<file path="src/rtl/debug_host.sv">
// Host side of a UART debug link: frames a read/write command onto tx, then
// collects the target's reply on rx with per-byte timeout and ack checking.
module debug_host #(
  parameter int CLKS_PER_BIT   = 16,
  parameter int TIMEOUT_CYCLES = 100000
) (
  input  logic        clk,
  input  logic        reset,
  input  logic        start,
  input  logic        cmd_write,
  input  logic [1:0]  reg_sel,
  input  logic [31:0] wdata,
  output logic        busy,
  output logic        done,
  output logic        error,
  output logic [31:0] rdata,
  output logic        tx,
  input  logic        rx
);
  typedef enum logic [1:0] {IDLE, SEND, WAIT_RESP, FINISH} state_t;

  localparam logic [15:0] BIT_END  = 16'(CLKS_PER_BIT - 1);
  localparam logic [15:0] HALF_END = 16'(CLKS_PER_BIT / 2 - 1);
  localparam logic [31:0] TO_END   = 32'(TIMEOUT_CYCLES - 1);

  state_t      state, state_nxt;
  logic        is_write;
  logic [47:0] tx_frame;
  logic [3:0]  tx_bit;
  logic [2:0]  tx_bytes_left;
  logic [15:0] tx_cnt;
  logic        rx_s1, rx_s2, rx_prev;
  logic        rx_active;
  logic [3:0]  rx_bit;
  logic [15:0] rx_cnt;
  logic [7:0]  rx_sh;
  logic [2:0]  rx_count;
  logic [31:0] rd_sh;
  logic [31:0] to_cnt;
  logic        err_q;

  logic send_last, rx_stop, byte_ev, frame_err, last_byte, bad_ack, timeout, fail;

  always_comb begin
    send_last = (state == SEND) && (tx_cnt == BIT_END) && (tx_bit == 4'd9) &&
                (tx_bytes_left == 3'd1);
    rx_stop   = rx_active && (rx_bit == 4'd9) && (rx_cnt == BIT_END);
    byte_ev   = rx_stop && rx_s2;
    frame_err = rx_stop && !rx_s2;
    last_byte = byte_ev && (rx_count == (is_write ? 3'd0 : 3'd3));
    bad_ack   = byte_ev && is_write && (rx_sh != 8'hAA);
    timeout   = (to_cnt == TO_END);
    fail      = frame_err || bad_ack || timeout;
  end

  always_ff @(posedge clk or posedge reset)
    if (reset) state <= IDLE;
    else       state <= state_nxt;

  always_comb begin
    state_nxt = state;
    case (state)
      IDLE:      if (start) state_nxt = SEND;
      SEND:      if (send_last) state_nxt = WAIT_RESP;
      WAIT_RESP: if (fail || last_byte) state_nxt = FINISH;
      default:   state_nxt = IDLE;
    endcase
  end

  // Transmitter: tx is registered so each bit holds for exactly CLKS_PER_BIT cycles.
  always_ff @(posedge clk or posedge reset) begin
    if (reset) begin
      tx <= 1'b1; tx_frame <= '0; tx_bit <= '0; tx_bytes_left <= '0; tx_cnt <= '0;
      is_write <= 1'b0;
    end else if (state == IDLE) begin
      if (start) begin
        tx_frame      <= {wdata, 6'b0, reg_sel, cmd_write ? 8'h01 : 8'h02};
        is_write      <= cmd_write;
        tx_bytes_left <= cmd_write ? 3'd6 : 3'd2;
        tx_bit        <= '0;
        tx_cnt        <= '0;
        tx            <= 1'b0;
      end
    end else if (state == SEND) begin
      if (tx_cnt == BIT_END) begin
        tx_cnt <= '0;
        if (tx_bit == 4'd9) begin
          if (tx_bytes_left != 3'd1) begin
            tx_frame      <= tx_frame >> 8;
            tx_bytes_left <= tx_bytes_left - 3'd1;
            tx_bit        <= '0;
            tx            <= 1'b0;
          end
        end else begin
          tx_bit <= tx_bit + 4'd1;
          tx     <= (tx_bit == 4'd8) ? 1'b1 : tx_frame[tx_bit[2:0]];
        end
      end else begin
        tx_cnt <= tx_cnt + 16'd1;
      end
    end
  end

  // Receiver: the start bit is re-checked at half a bit so short glitches are dropped.
  always_ff @(posedge clk or posedge reset) begin
    if (reset) begin
      rx_s1 <= 1'b1; rx_s2 <= 1'b1; rx_prev <= 1'b1;
      rx_active <= 1'b0; rx_bit <= '0; rx_cnt <= '0; rx_sh <= '0;
    end else begin
      rx_s1   <= rx;
      rx_s2   <= rx_s1;
      rx_prev <= rx_s2;
      if (state != WAIT_RESP) begin
        rx_active <= 1'b0;
      end else if (!rx_active) begin
        if (rx_prev && !rx_s2) begin
          rx_active <= 1'b1; rx_cnt <= '0; rx_bit <= '0;
        end
      end else if (rx_bit == 4'd0) begin
        if (rx_cnt == HALF_END) begin
          rx_cnt <= '0;
          if (rx_s2) rx_active <= 1'b0;
          else       rx_bit    <= 4'd1;
        end else begin
          rx_cnt <= rx_cnt + 16'd1;
        end
      end else if (rx_cnt == BIT_END) begin
        rx_cnt <= '0;
        if (rx_bit == 4'd9) rx_active <= 1'b0;
        else begin
          rx_sh  <= {rx_s2, rx_sh[7:1]};
          rx_bit <= rx_bit + 4'd1;
        end
      end else begin
        rx_cnt <= rx_cnt + 16'd1;
      end
    end
  end

  always_ff @(posedge clk or posedge reset) begin
    if (reset) begin
      rx_count <= '0; rd_sh <= '0; to_cnt <= '0; err_q <= 1'b0; rdata <= '0;
    end else if (send_last) begin
      rx_count <= '0;
      to_cnt   <= '0;
    end else if (state == WAIT_RESP) begin
      if (byte_ev) begin
        to_cnt   <= '0;
        rx_count <= rx_count + 3'd1;
        rd_sh    <= {rx_sh, rd_sh[31:8]};
      end else begin
        to_cnt <= to_cnt + 32'd1;
      end
      if (fail || last_byte) err_q <= fail;
      if (last_byte && !fail && !is_write) rdata <= {rx_sh, rd_sh[31:8]};
    end
  end

  assign busy  = (state == SEND) || (state == WAIT_RESP);
  assign done  = (state == FINISH) && !err_q;
  assign error = (state == FINISH) && err_q;
endmodule

</file>
<file path="config.mk">
export PLATFORM = sky130hd
export DESIGN_NAME = debug_host
export DESIGN_NICKNAME = d
export VERILOG_FILES = /design/src/rtl/debug_host.sv
export SDC_FILE = /design/constraint.sdc
export NUM_CORES = 1
export LEC_CHECK = 0
export CAP_MARGIN = 5
export CORE_ASPECT_RATIO = 1.2
export CORE_MARGIN = 3
export CORE_UTILIZATION = 50
export CTS_CLUSTER_SIZE = 10
export DETAILED_ROUTE_END_ITERATION = 6
export PLACE_DENSITY = 0.73
export SYNTH_ARGS = -nofsm -noshare
export SYNTH_HDL_FRONTEND = slang
export SYNTH_SLANG_ARGS = --single-unit
</file>
<file path="constraint.sdc">
create_clock -name clk -period 8.5 [get_ports clk]
set_input_delay 2.125 -clock clk [delete_from_list [all_inputs] [get_ports clk]]
set_output_delay 2.125 -clock clk [all_outputs]
set_load 0.1 [all_outputs]
</file>
==> run_results.csv <==
group,metric,value,unit
final_layout,multi_input_area,0.00435,mm2
sta,timing.fmax,0.222,GHz
synth,synth_fa_ha_area_frac,0.0208,
clock_tree,h-tree-depth,4,
global_routing,antenna_found_initial,0,
synth,synth_xor_area_frac,0.0182,
clock_tree,cts_tree,"done",
floorplan,die_area,0.0209,mm2
global_routing,grt_pass1_wl,32.3,mm
floorplan,die_h,158,um
worst_setup_path,r2r_start,"rx_cnt[7]",
synth,ys.flop_type,"dfrtp_1",
worst_setup_path,cp.arrival,2.38,ns
routing,first_pass_iters,4,
final_layout,fill_cells,1550,
clock_tree,cts_max_path_buffers,2,
routing,initialDrtViolationCount,486,
global_routing,grt_pass1_vias,6670,
synth,synth_nets,949,
final_layout,area_delta_synth_final,15.4,%
synth,synth_edf_count,0,
routing,ant_nets,0,
synth,synth_compound_area_frac,0.101,
routing,wl_per_cell,15.2,um
worst_setup_path,crit_type,"flop to primary output",
synth,yosysTopAreaCell,"dfrtp_1",
global_routing,use_met2,0.309,
placement,dpl.cell_count,1184,
final_layout,diodes,0,
routing,drc,0,
placement,finalWeightedCongestion,0.823,
sta,hold_viol_final,0,
worst_setup_path,crit_end,"busy",
clock_tree,clk_latency,0.44,ns
placement,hpwlAfterDp,12.3,mm
placement,io_buffers,74,
routing,viasPerCell,5.56,
global_routing,grt_max_degree,121,
flow_run,maxCapViolations,0,
synth,async_flop_share,1.00,
worst_setup_path,rr_worst_depth,5,
synth,syn_avg_cell_area,10.8,um2
floorplan,core_area,0.0185,mm2
sta,max-slew-margin-rel,0.202,
floorplan,initial_core_util,0.519,
final_layout,nNetsFinal,1006,
synth,synth_area,0.00961,mm2
routing,vias,6760,
worst_setup_path,crit_path_start,"state[0]",
worst_setup_path,worst-r2r-setup-slack,4.90,ns
sta,setup_viol,0,
sta,fin_worst_skew,0.00737,ns
power_and_ir_drop,vdd_drop_max,0.000142,V
min_path,min_path_type,"flop to flop",
clock_tree,cts_sinks,199,
sta,fin_crit_sh,0.530,
final_layout,fin_cells,1216,
worst_setup_path,crit_fanout,3,
clock_tree,ctsHoldBuffers,0,
clock_tree,cts-root-buf,"clkbuf_16",
synth,yosysMostFrequentCell,"dfrtp_1",
synth,synth_top_area_frac,0.508,
final_layout,drive_gt1_frac,0.105,
power_and_ir_drop,total_power,1.77,mW
global_routing,grt_remaining_overflow,0,
synth,synth-simple-area-share,0.177,
power_and_ir_drop,power_density,160,mW/mm2
synth,muxShareOfSynthArea,0.134,
synth,synth_cell_type_count,65,
clock_tree,cts_setup_buffers,0,
synth,syn-instance-count,894,
synth,ys_ff_latch,199,
synth,synth_area_leaders,"dfrtp_1, mux2_4, nand2_1",
global_routing,gr-usage-met3,0.0372,
sta,rsz0062_at_grt,"false",
synth,synth_top_family_by_area,"simple AND/OR/NAND/NOR gates",
final_layout,seqCellArea,0.00498,mm2
status,outcome,"completed",
worst_setup_path,critPathRequiredTime,6.38,ns
worst_setup_path,r2r_end,"rdata[31]",
routing,wl,18.5,mm
synth,ys_seq_area_frac,0.519,
floorplan,die_w,133,um
power_and_ir_drop,leakagePower,4.77,nW
worst_setup_path,critPathLaunchType,"flop",
clock_tree,post_cts_resized,0,
global_routing,track_usage,0.187,
clock_tree,cts_buffers,17,
floorplan,io_pins,75,
floorplan,rows,54,
clock_tree,clkSlewWorstSetupHoldPaths,0.07,ns
synth,ys_warn_count,0,
global_routing,grt.busiest_layer,"met2",
sta,max_slew.worst_pin.slew,1.19,ns
sta,maxSlewViolCount,0,
global_routing,met1_usage,0.250,
worst_setup_path,crit_path_end_kind,"primary output",
sta,setup_tns,0,ns
synth,netlist_top_cells_count,"dfrtp_1, nand2_1, o21ai_0",
sta,min_period,4.51,ns
==> critical path, stage by stage, from the launching register on <==
cell	delay (ns)
dfrtp_1	0.38
inv_1	0.09
ha_2	0.35
clkdlybuf4s50_1	1.13
==> cell usage in the layout, fill, tap and decap left out, types with 7 or more instances in the layout <==
master	instances
xnor2_1	7
a31oi_1	14
o21ai_0	57
nor2_1	41
mux2_4	30
clkdlybuf4s50_1	74
inv_1	19
or3_1	9
xor2_1	13
mux2_1	21
ha_1	15
dfrtp_1	195
nor4_1	12
mux2_2	17
nor3_1	11
or4_1	15
o31ai_1	15
clkbuf_16	17
nand2_1	120
nand4_1	20
a21oi_1	38
nand3_1	47
mux2i_1	36
==> state kept, by name (all words and copies together) (netlist names) <==
register and flops:
tx_frame 48, rdata 32, to_cnt 32, rd_sh 24, rx_cnt 16, tx_cnt 16, rx_sh 8, rx_bit 4
tx_bit 4, rx_count 3, tx_bytes_left 3, state 2, err_q 1, is_write 1, rx_active 1, rx_prev 1
rx_s1 1, rx_s2 1, tx 1
==> per-stage QoR <==
stage | hold slack (ns) | utilization | instance area [um2] | setup slack, ns
2_1_floorplan | 0.345 | - | 9610 | 0.956
3_3_place_gp | 0.348 | 0.568 | 10500 | 4.05
3_5_place_dp | 0.348 | 0.568 | 10500 | 3.96
4_1_cts | 0.359 | 0.599 | 11100 | 3.96
5_1_grt | 0.365 | 0.599 | 11100 | 3.91
6_report | 0.358 | 0.599 | 11100 | 3.99
==> worst min path at each step <==
stage / from / to / slack [ns] / cells after the start
after floorplan: rx_s1 / rx_s2 / 0.35 / 0
after global placement: rx_s1 / rx_s2 / 0.35 / 0
after detailed placement: rx_s1 / rx_s2 / 0.35 / 0
after CTS: rx_s1 / rx_s2 / 0.36 / 0
after global routing: rx_s1 / rx_s2 / 0.37 / 0
final: rx_s1 / rx_s2 / 0.36 / 0
==> cell families (layout without fill, tap and decap cells) <==
logic type | after synthesis | in the layout
and+or+nand+nor | 331 | 331
DFF | 199 | 199
AOI/OAI and AO/OA | 160 | 160
muxes | 106 | 106
buffers and inverters | 62 | 132
xor gates and xnor gates | 20 | 20
adders and majority gates | 16 | 16
==> routing by layer <==
metal	routed length (um)	vias to the layer above
met1	8850	3255
met4	249	0
met5	0	-
met3	686	23
li1	-	3365
met2	8740	117
==> power breakdown <==
| group | switching [mW] | internal, mW | total, mW | leakage (nW) |
|---|---|---|---|---|
| Sequential | 0.000874 | 0.948 | 0.949 | 2.67 |
| Clock | 0.364 | 0.424 | 0.788 | 0.279 |
| Combinational | 0.0214 | 0.0162 | 0.0375 | 1.82 |
| Total | 0.386 | 1.39 | 1.77 | 4.77 |
==> cell type report <==
class	count	area share
repair buffers	80	0.0708
clock buffers	20	0.0412
inverters	20	0.00744
flip-flops and latches	199	0.449
multi-input cells	633	0.392
well taps	252	0.0284
clock inverters	12	0.0107
Note: power is estimated with default switching activity, not from simulation.
